<file path="config.mk">
export PLATFORM = sky130hd
export DESIGN_NAME = phy_tx_lane_arbiter_flat
export DESIGN_NICKNAME = d
export VERILOG_FILES = /design/src/rtl/phy_tx_lane_arbiter_if.sv /design/src/rtl/phy_tx_lane_arbiter.sv /design/src/flat_wrapper.sv
export SDC_FILE = /design/constraint.sdc
export NUM_CORES = 1
export LEC_CHECK = 0
export CELL_PAD_IN_SITES_DETAIL_PLACEMENT = 1
export CELL_PAD_IN_SITES_GLOBAL_PLACEMENT = 1
export CORE_MARGIN = 1.5
export CORE_UTILIZATION = 33
export DETAILED_ROUTE_END_ITERATION = 8
export PLACE_DENSITY_LB_ADDON = 0.08
export RECOVER_POWER = 100
export REMOVE_ABC_BUFFERS = 1
export SYNTH_ARGS = -nofsm -noshare
export SYNTH_HDL_FRONTEND = slang
export SYNTH_SLANG_ARGS = --single-unit
</file>
<file path="constraint.sdc">
create_clock -name clk -period 6.85 [get_ports clk]
set_input_delay 1.37 -clock clk [delete_from_list [all_inputs] [get_ports clk]]
set_output_delay 1.37 -clock clk [all_outputs]
set_load 0.01 [all_outputs]
</file>
<file path="src/rtl/phy_tx_lane_arbiter_if.sv">
`default_nettype none
// ============================================================================
//  Module   : phy_tx_lane_arbiter_if
//  Purpose  : Bundles the four lane source inputs, the per-lane pop strobes,
//             the downstream slot handshake and the registered byte output
//             of the PHY transmit lane arbiter.
//  Ports    : none (signal bundle only)
//             in_valid[3:0], in_data0..3[7:0], tx_ready   : source side
//             in_pop[3:0], data_out[7:0], valid_out,
//             active_out, grant_id[1:0]                   : arbiter side
//  Modports : master - lane sources / downstream stage (drives the inputs)
//             slave  - the arbiter
//  Revision : 1.0 - initial release
// ============================================================================
interface phy_tx_lane_arbiter_if;
    logic [3:0] in_valid;
    logic [7:0] in_data0;
    logic [7:0] in_data1;
    logic [7:0] in_data2;
    logic [7:0] in_data3;
    logic [3:0] in_pop;
    logic       tx_ready;
    logic [7:0] data_out;
    logic       valid_out;
    logic       active_out;
    logic [1:0] grant_id;

    modport master (
        output in_valid, in_data0, in_data1, in_data2, in_data3, tx_ready,
        input  in_pop, data_out, valid_out, active_out, grant_id
    );

    modport slave (
        input  in_valid, in_data0, in_data1, in_data2, in_data3, tx_ready,
        output in_pop, data_out, valid_out, active_out, grant_id
    );
endinterface
`default_nettype wire

</file>
<file path="src/rtl/phy_tx_lane_arbiter.sv">
`default_nettype none
// ============================================================================
//  Module   : phy_tx_lane_arbiter
//  Purpose  : Round-robin scheduler sharing the PHY transmit byte path among
//             four lane sources. After reset it sends NUM_COM COM symbols,
//             raises active_out, then grants one lane per byte slot (bursts
//             of up to MAX_BURST bytes) or fills the slot with IDL.
//  Ports    : clk    in  byte-rate clock, rising edge
//             reset  in  synchronous active-high reset
//             bus    slave modport: in_valid/in_data0..3/tx_ready in,
//                    in_pop (comb) and registered data_out/valid_out/
//                    active_out/grant_id out
//  Revision : 1.0 - initial release
// ============================================================================
module phy_tx_lane_arbiter #(
    parameter int         NUM_COM   = 4,
    parameter int         MAX_BURST = 2,
    parameter logic [7:0] COM_SYM   = 8'hBC,
    parameter logic [7:0] IDL_SYM   = 8'h7C
) (
    input  wire logic             clk,
    input  wire logic             reset,
    phy_tx_lane_arbiter_if.slave  bus
);

    localparam int CW = $clog2(NUM_COM + 1);
    localparam int BW = $clog2(MAX_BURST + 1);

    localparam logic [0:0] ST_SYNC = 1'b0;
    localparam logic [0:0] ST_ARB  = 1'b1;

    logic [0:0]    state_q,     state_d;
    logic [CW-1:0] com_cnt_q,   com_cnt_d;
    logic [BW-1:0] burst_cnt_q, burst_cnt_d;
    logic [1:0]    rr_ptr_q,    rr_ptr_d;
    logic [7:0]    data_out_q,  data_out_d;
    logic          valid_out_q, valid_out_d;
    logic          active_q,    active_d;
    logic [1:0]    grant_q,     grant_d;

    logic [7:0]    lane_data [4];
    logic          owner_live;
    logic          keep_owner;
    logic [1:0]    scan_base;
    logic [1:0]    scan_idx;
    logic          found;
    logic [1:0]    pick;
    logic          sel_valid;
    logic [1:0]    sel_lane;
    logic          last_com;

    assign lane_data[0] = bus.in_data0;
    assign lane_data[1] = bus.in_data1;
    assign lane_data[2] = bus.in_data2;
    assign lane_data[3] = bus.in_data3;

    // A nonzero burst count means grant_q names a lane that currently owns
    // the path; an idle slot clears the count and with it the ownership.
    assign owner_live = (burst_cnt_q != '0);
    assign keep_owner = owner_live && bus.in_valid[grant_q]
                        && (burst_cnt_q < BW'(MAX_BURST));
    // Ending a burst moves the pointer past the old owner and the scan uses
    // the moved pointer in the same cycle, so no bubble slot appears.
    assign scan_base  = (owner_live && !keep_owner) ? grant_q + 2'd1 : rr_ptr_q;
    assign last_com   = (com_cnt_q == CW'(NUM_COM - 1));

    always_comb begin
        found    = 1'b0;
        pick     = 2'd0;
        scan_idx = 2'd0;
        for (int i = 0; i < 4; i++) begin
            scan_idx = scan_base + 2'(i);
            if (!found && bus.in_valid[scan_idx]) begin
                found = 1'b1;
                pick  = scan_idx;
            end
        end
    end

    assign sel_valid = keep_owner || found;
    assign sel_lane  = keep_owner ? grant_q : pick;

    // FSM: state register
    always_ff @(posedge clk) begin
        if (reset) begin
            state_q <= ST_SYNC;
        end else begin
            state_q <= state_d;
        end
    end

    // FSM: next state
    always_comb begin
        state_d = state_q;
        if (bus.tx_ready && (state_q == ST_SYNC) && last_com) begin
            state_d = ST_ARB;
        end
    end

    // FSM: outputs (pop strobe is combinational and suppressed during reset)
    always_comb begin
        bus.in_pop = 4'b0000;
        if (!reset && bus.tx_ready && (state_q == ST_ARB) && sel_valid) begin
            bus.in_pop = 4'b0001 << sel_lane;
        end
    end

    // Datapath next values; everything holds while tx_ready is low.
    always_comb begin
        com_cnt_d   = com_cnt_q;
        burst_cnt_d = burst_cnt_q;
        rr_ptr_d    = rr_ptr_q;
        data_out_d  = data_out_q;
        valid_out_d = valid_out_q;
        active_d    = active_q;
        grant_d     = grant_q;
        if (bus.tx_ready) begin
            if (state_q == ST_SYNC) begin
                data_out_d  = COM_SYM;
                valid_out_d = 1'b0;
                com_cnt_d   = com_cnt_q + CW'(1);
                if (last_com) begin
                    active_d = 1'b1;
                end
            end else begin
                rr_ptr_d = scan_base;
                if (sel_valid) begin
                    data_out_d  = lane_data[sel_lane];
                    valid_out_d = 1'b1;
                    grant_d     = sel_lane;
                    burst_cnt_d = keep_owner ? burst_cnt_q + BW'(1) : BW'(1);
                end else begin
                    data_out_d  = IDL_SYM;
                    valid_out_d = 1'b0;
                    burst_cnt_d = '0;
                end
            end
        end
    end

    always_ff @(posedge clk) begin
        if (reset) begin
            com_cnt_q   <= '0;
            burst_cnt_q <= '0;
            rr_ptr_q    <= 2'd0;
            data_out_q  <= 8'h00;
            valid_out_q <= 1'b0;
            active_q    <= 1'b0;
            grant_q     <= 2'd0;
        end else begin
            com_cnt_q   <= com_cnt_d;
            burst_cnt_q <= burst_cnt_d;
            rr_ptr_q    <= rr_ptr_d;
            data_out_q  <= data_out_d;
            valid_out_q <= valid_out_d;
            active_q    <= active_d;
            grant_q     <= grant_d;
        end
    end

    assign bus.data_out   = data_out_q;
    assign bus.valid_out  = valid_out_q;
    assign bus.active_out = active_q;
    assign bus.grant_id   = grant_q;

endmodule
`default_nettype wire

</file>
<file path="src/flat_wrapper.sv">
// flat-port wrapper written by rule: the top's interface ports become plain ports
module phy_tx_lane_arbiter_flat 
#(
    parameter int         NUM_COM   = 4,
    parameter int         MAX_BURST = 2,
    parameter logic [7:0] COM_SYM   = 8'hBC,
    parameter logic [7:0] IDL_SYM   = 8'h7C
)
  (clk, reset, bus_in_valid, bus_in_data0, bus_in_data1, bus_in_data2, bus_in_data3, bus_tx_ready, bus_in_pop, bus_data_out, bus_valid_out, bus_active_out, bus_grant_id);
  phy_tx_lane_arbiter_if bus_i ();
  input  wire logic clk;
  input  wire logic reset;
  input wire logic [$bits(bus_i.in_valid)-1:0] bus_in_valid;
  input wire logic [$bits(bus_i.in_data0)-1:0] bus_in_data0;
  input wire logic [$bits(bus_i.in_data1)-1:0] bus_in_data1;
  input wire logic [$bits(bus_i.in_data2)-1:0] bus_in_data2;
  input wire logic [$bits(bus_i.in_data3)-1:0] bus_in_data3;
  input wire logic [$bits(bus_i.tx_ready)-1:0] bus_tx_ready;
  output wire logic [$bits(bus_i.in_pop)-1:0] bus_in_pop;
  output wire logic [$bits(bus_i.data_out)-1:0] bus_data_out;
  output wire logic [$bits(bus_i.valid_out)-1:0] bus_valid_out;
  output wire logic [$bits(bus_i.active_out)-1:0] bus_active_out;
  output wire logic [$bits(bus_i.grant_id)-1:0] bus_grant_id;
  assign bus_i.in_valid = bus_in_valid;
  assign bus_i.in_data0 = bus_in_data0;
  assign bus_i.in_data1 = bus_in_data1;
  assign bus_i.in_data2 = bus_in_data2;
  assign bus_i.in_data3 = bus_in_data3;
  assign bus_i.tx_ready = bus_tx_ready;
  assign bus_in_pop = bus_i.in_pop;
  assign bus_data_out = bus_i.data_out;
  assign bus_valid_out = bus_i.valid_out;
  assign bus_active_out = bus_i.active_out;
  assign bus_grant_id = bus_i.grant_id;
  phy_tx_lane_arbiter #(.NUM_COM(NUM_COM), .MAX_BURST(MAX_BURST), .COM_SYM(COM_SYM), .IDL_SYM(IDL_SYM)) u_core (.clk(clk), .reset(reset), .bus(bus_i));
endmodule
</file>
==> results of run 1 <==
[metrics by stage]
step	instances	util
6_report	273	0.490
5_1_grt	273	0.490
4_1_cts	273	0.502
3_5_place_dp	269	0.489
3_3_place_gp	269	0.489
2_1_floorplan	163	-
[synth_stat cells, types with 3 or more instances]
library cell / instances
dfxtp_1: 19
nand2b_1: 5
nand3_1: 6
clkbuf_1: 4
nor2_1: 27
o21ai_0: 7
a21oi_1: 11
and3_1: 6
nor3_1: 5
o31a_1: 5
ha_1: 3
a211oi_1: 3
mux2i_1: 6
mux2_1: 3
a31o_1: 4
nand2_1: 6
inv_1: 7
[cell usage in the layout, fill, tap and decap left out, drive strengths merged, types with 6 or more instances in the layout]
master         instances
o21ai                  7
inv                    7
nand2                  7
dlygate4sd3           18
dfxtp                 19
clkdlybuf4s50         36
and3                   6
nand3                  6
mux2i                  8
a21oi                 11
nor2                  29
[flip-flops by register name, indices dropped and copies added (netlist names)]
signal                 cells
u_core.bus.grant_id        2
u_core.burst_cnt_q         2
u_core.bus.active_out      1
u_core.com_cnt_q           3
u_core.bus.data_out        8
u_core.bus.valid_out       1
u_core.rr_ptr_q            2
[worst max-delay path, delay by kind of cell]
family	cells	cell delay, ns
buffers and inverters	2	1.47
AO/OA/AOI/OAI	3	1.01
AND/OR/NAND/NOR	3	0.83
multiplexers	1	0.25
[cells by family (layout without fill, tap and decap cells)]
kind of cell,after synthesis,count (layout)
AOI/OAI and AO/OA,49,49
xor gates and xnor gates,2,2
adders and majority gates,3,3
buffers and inverters,15,67
DFF,19,19
muxes,11,11
and+or+nand+nor,72,72
[report_power, final]
part / internal (mW) / switching [mW]
logic: 0.0343 / 0.0281
clock network: 0.0412 / 0.0458
registers: 0.114 / 0.00231
[routing by layer]
layer | vias up | GRT usage | share of wire
li1 | 743 | - | -
met1 | 725 | 0.275 | 0.45
met2 | 32 | 0.356 | 0.50
met3 | 7 | 0.0263 | 0.034
met4 | 0 | 0.0700 | 0.016
met5 | - | 0 | 0
[final timing paths]
| path | startpoint | endpoint | slack [ns] |
|---|---|---|---|
| hold / removal | u_core.bus.data_out[6] | u_core.bus.data_out[6] | 0.48 |
| hold reg to reg | u_core.bus.data_out[6] | u_core.bus.data_out[6] | 0.48 |
| setup reg to reg | u_core.bus.grant_id[0] | u_core.bus.data_out[6] | 3.12 |
| setup / recovery | bus_in_valid[1] | bus_in_pop[3] | 0.54 |
[cell type report]
type | instances | area share
Sequential cell | 19 | 0.193
Tap cell | 50 | 0.0317
Multi-Input combinational cell | 137 | 0.460
Inverter | 7 | 0.0133
Clock buffer | 3 | 0.0209
Timing Repair Buffer | 56 | 0.277
Clock inverter | 1 | 0.00380
==> metrics, run 1 <==
detailed-route wire length=4640 um; worst setup path class=in2out; main combinational cell family by area after synthesis=compound AO/OA/AOI/OAI gates; Synth top area share=0.271; critical path launch point type=primary input; 1st-pass router iterations=4; layout cell share with drive strength beyond 1=0.0628; clock skew=between 0.007 and 0.008 ns; Seq cells post-synth=19; worst slew pin tran=0.812 ns; Inserted Clock Buffers=3; Slew headroom=0.457; post-synthesis mux area share=0.0866; Data arrival, critical path=just under 5 ns; Post-Synth Simple-Gate Area=0.268; grt ovf=0; Static Leakage=approximately 0.76 nW; Clock Sinks=19; adder-cell share of the synthesized area=0.0268; status=completed; # DRC=0; Worst EP required=~5.5 ns; crit-path cells=dlygate4sd3_1 > mux2i_1 > o221ai_2 > a31oi_1 > or3_4 > a41oi_1 > nand2_4 > nor4_1 > dlygate4sd3_1; Non-Filler Cell Area, Final=between 0.0015 and 0.002 mm2; worst-path fanout max=11; synth warn=0; count of boundary I/O pins=55; Max H-tree Level=1; Post-Synthesis Cells=171; hold_ws=0.480 ns; sequential share of the synthesized area=0.271; # resized after CTS=0; largest net degree at the start of global routing=21; min-delay worst type=reg2reg; Post-synth ARST share=0; first-pass GRT wire length=7330 um; GRT Util Overall=0.210; Root Driver=clkbuf_8; dpl ws=1.05 ns; clock-pin slew on the worst setup and hold paths=approximately 0.09 ns; worst-skew pair later-pin latency=~0.27 ns; vias in the first global route=1,509; RSZ-0062 raised after global routing=no; Rows=23; Max clock buf depth=2; Die ar.=0.00465 mm2; final setup fails=0; leading area contributor after synthesis=dfxtp_1; core area=0.00403 mm2; Crit-path slowest cell=dlygate4sd3_1; register area=~380 um2; ANT nets after route=0; R2R cell count=9; Post-synth EDFFs=0; WHS Path Cells=2; Die Y=68.2 um; max incr delay on CP=approximately 0.8 ns; multi-input logic area=910 um2; Final period util=0.921; total power=266 uW; Final min period=~6.3 ns; fmax=0.159 GHz; dpl hpwl=3550 um; CTS tree=built; Area contributors post-synth=dfxtp_1 27%, nor2_1 7.2%, mux2i_1 4.3%; post-CTS setup buffers=0; number of antenna violations at the first check in global routing=0; vias per inst=~5.5; final hold vios=0; Compound-Gate Fraction of Synth Area=0.282; CTS Hold Bufs=0; ys flop type=dfxtp_1; P&R area growth vs syn=41.0%; IO buf count=54; vias post-DR=1,507; number of fill cells in the layout=484; drt wl/cell=between 15 and 20 um; setup ws final=~0.54 ns; 1st-iter DRT viols=75; Starting Density=0.348; Pwr Density=135 mW/mm2; CP endpoint kind=output pin; setup tns final=0 ns; GPL Wtd Cong=0.892; nets@finish=266; Syn Std Cell Area=0.00140 mm2; Post-Synth XOR/XNOR Area=0.0125; Max Cap Violations=0; Synth Area per Inst=8.19 um2; VDD IR-drop max=roughly 74 uV; max-slew violation count=0; Die Span X=68.2 um; Area after DPL=0.00197 mm2; Yosys cell types=51; cell mode on critical path=dlygate4sd3_1; Inserted Diodes=0
(Power assumes the default switching activity.)
==> run 2: changes to the inputs <==
--- a/config.mk
+++ b/config.mk
@@ -8,7 +8,7 @@
 export CELL_PAD_IN_SITES_DETAIL_PLACEMENT = 1
 export CELL_PAD_IN_SITES_GLOBAL_PLACEMENT = 1
 export CORE_MARGIN = 1.5
-export CORE_UTILIZATION = 33
+export CORE_UTILIZATION = 31
 export DETAILED_ROUTE_END_ITERATION = 8
 export PLACE_DENSITY_LB_ADDON = 0.08
 export RECOVER_POWER = 100
==> constraint.sdc (replaced) <==
create_clock -name clk -period 6.8 [get_ports clk]
set_input_delay 1.36 -clock clk [delete_from_list [all_inputs] [get_ports clk]]
set_output_delay 1.36 -clock clk [all_outputs]
set_load 0.01 [all_outputs]
==> run 2 against run 1 <==
  * Largest cell class unchanged
  * Clock power is 0.8% lower
  * Flip-flop and latch count unchanged
  * Sequential share of layout area decreased by 0.26 points
  * Worst setup slack gained 0.095 ns
  * Highest routed layer unchanged
  * Die area increased by 6.2%
  * Critical path type unchanged
  * Non-clock buffer count unchanged
  * Routed wire length up 0.84%
  * Critical path depth shrank 1
  * Global-route usage fell by 1.2 points
  * Utilization down 3.0 points
  * First-iteration DRC count increased by 31%
==> metrics, run 2 (synthesis results as in run 1) <==
status=completed; Die ar.=0.00493 mm2 (+6.2%); Area after DPL=0.00197 mm2 (+0.13%); # resized after CTS=0 (unchanged); RSZ-0062 raised after global routing=no; Comb pwr share=0.239 (+0.004); Inserted Clock Buffers=3 (unchanged); post-CTS setup buffers=0 (unchanged); vias per inst=5.50 (-0.40%); commonest cells after routing, fill and taps aside=36 x clkdlybuf4s50_1, 28 x nor2_1, 19 x dfxtp_1, 18 x dlygate4sd3_1, 11 x a21oi_1; Die Y=70.2 um (+3.0%); nets@finish=266 (unchanged); Final period util=0.906; max reg flops=8 (unchanged); post-layout util=0.460 (-0.0303); ANT nets after route=0 (unchanged); Clock Sinks=19 (unchanged); Slew headroom=0.497 (+0.0401); worst setup path class=in2out; Inserted Diodes=0 (unchanged); Pint=192 uW (+0.90%); setup tns final=0 ns (unchanged); vias in the first global route=1,606 (+6.4%); P&R area growth vs syn=42.9%; Static Leakage=0.761 nW (+0.52%); Max H-tree Level=1 (unchanged); Die Span X=70.2 um (+3.0%); vias post-DR=1,512 (+0.33%); Pwr Density=134 mW/mm2 (-0.89%); drt wl/cell=17.0 um (+0.11%); min-delay worst type=reg2reg; WHS Path Cells=2 (unchanged); clock skew=0.00124 ns (-0.00637 ns); Non-Filler Cell Area, Final=0.00200 mm2 (+1.4%); clock-pin slew on the worst setup and hold paths=0.08 ns (about the same); Starting Density=0.322 (-0.0260); clock share of power=0.322 (-0.005); number of fill cells in the layout=530 (+9.5%); VDD IR-drop max=71.8 uV (-2.3%); worst-path fanout max=11 (unchanged); Root Driver=clkbuf_8; worst slew pin tran=0.752 ns (-0.0603 ns); net load switching power=75.9 uW (-0.53%); R2R cell count=9 (unchanged); GPL Wtd Cong=0.833 (-6.7%); first-pass GRT wire length=7860 um (+7.3%); final hold vios=0 (unchanged); fmax=0.162 GHz; detailed-route wire length=4680 um (+0.84%); dpl hpwl=3650 um (+2.8%); worst-skew pair later-pin latency=0.27 ns (about the same); critical path launch point type=primary input; Reg power frac=0.439 (about the same); Rows=24 (+4.3%); count of boundary I/O pins=55 (unchanged); # DRC=0 (unchanged); 1st-iter DRT viols=98 (+31%); most common cell after layout, fill and taps aside=clkdlybuf4s50_1; CP endpoint kind=output pin; Worst EP required=5.44 ns (-0.04 ns); layout cell share with drive strength beyond 1=0.0717 (+0.00897); CTS Hold Bufs=0 (unchanged); GRT Util Overall=0.198 (-0.0122); CTS tree=built; 1st-pass router iterations=4 (unchanged); IO buf count=54 (unchanged); Data arrival, critical path=4.80 ns (-0.14 ns); core area=0.00435 mm2 (+8.1%); largest net degree at the start of global routing=21 (unchanged); Final min period=6.16 ns; final setup fails=0 (unchanged); grt ovf=0 (unchanged); sw frac=0.284 (-0.00292); Max clock buf depth=2 (unchanged); number of antenna violations at the first check in global routing=0 (unchanged); Max Cap Violations=0 (unchanged); max-slew violation count=0 (unchanged)
[run 2: cell types whose count changed in the layout (fill, tap and decap cells not counted)]
cell	change
a311oi_1	-1
a311oi_2	+1
a41oi_1	-1
a41oi_4	+1
[run 2: power by group through the flow]
stage	combinational [mW]	sequential [mW]	clock, mW
after global routing	0.0697	0.118	0.0913
after CTS	0.0668	0.118	0.0883
after global placement	0.0644	0.120	0
after floorplan	0.0254	0.121	0
after detailed placement	0.0663	0.120	0
final	0.0639	0.117	0.0863
[run 2: final timing paths]
path / startpoint / slack, ns / end
setup reg to reg: u_core.bus.grant_id[0] / 2.89 / u_core.bus.data_out[6]
hold reg to reg: u_core.bus.valid_out / 0.48 / u_core.bus.valid_out
setup / recovery: bus_in_valid[1] / 0.64 / bus_in_pop[2]
hold / removal: u_core.bus.valid_out / 0.48 / u_core.bus.valid_out
[run 2: layout make-up]
cell class	count	area [um2]	share of cell area
timing repair buffer	56	548	0.274
clock inverter	1	7.51	0.00375
multi-input combinational	137	935	0.467
inverter	7	26.3	0.0131
clock buffer	3	41.3	0.0206
sequential	19	380	0.190
tap	52	65.1	0.0325
[run 2: metrics by stage]
| step | total power, mW | hold slack, ns | cells | setup slack (ns) |
|---|---|---|---|---|
| finish | 0.268 | 0.477 | 275 | 0.637 |
| global route | 0.279 | 0.496 | 275 | 0.465 |
| CTS | 0.273 | 0.487 | 275 | 1.00 |
| detailed placement | 0.187 | 0.469 | 271 | 1.02 |
| global placement | 0.185 | 0.459 | 271 | 1.12 |
| floorplan | 0.147 | 0.455 | 163 | 2.36 |
[run 2: per-layer routing]
metal | GRT usage | part of all wire
met5 | 0 | 0
met4 | 0.0705 | 0.019
met3 | 0.0332 | 0.043
met2 | 0.343 | 0.48
met1 | 0.246 | 0.45
[run 2: critical path, stage by stage]
cell and delay [ns]:
dlygate4sd3_1 0.79, mux2i_1 0.25, o221a_2 0.34, o221ai_1 0.41, a311oi_2 0.22, nor2_1 0.62, and3_1 0.27, clkdlybuf4s50_1 0.54
==> run 3: changes to the inputs <==
--- a/config.mk
+++ b/config.mk
@@ -13,6 +13,7 @@
 export PLACE_DENSITY_LB_ADDON = 0.08
 export RECOVER_POWER = 100
 export REMOVE_ABC_BUFFERS = 1
+export SKIP_CTS_REPAIR_TIMING = 1
 export SYNTH_ARGS = -nofsm -noshare
 export SYNTH_HDL_FRONTEND = slang
 export SYNTH_SLANG_ARGS = --single-unit
==> results of run 3 <==
The final DEF is identical to that of run 2; final timing and power are the same.
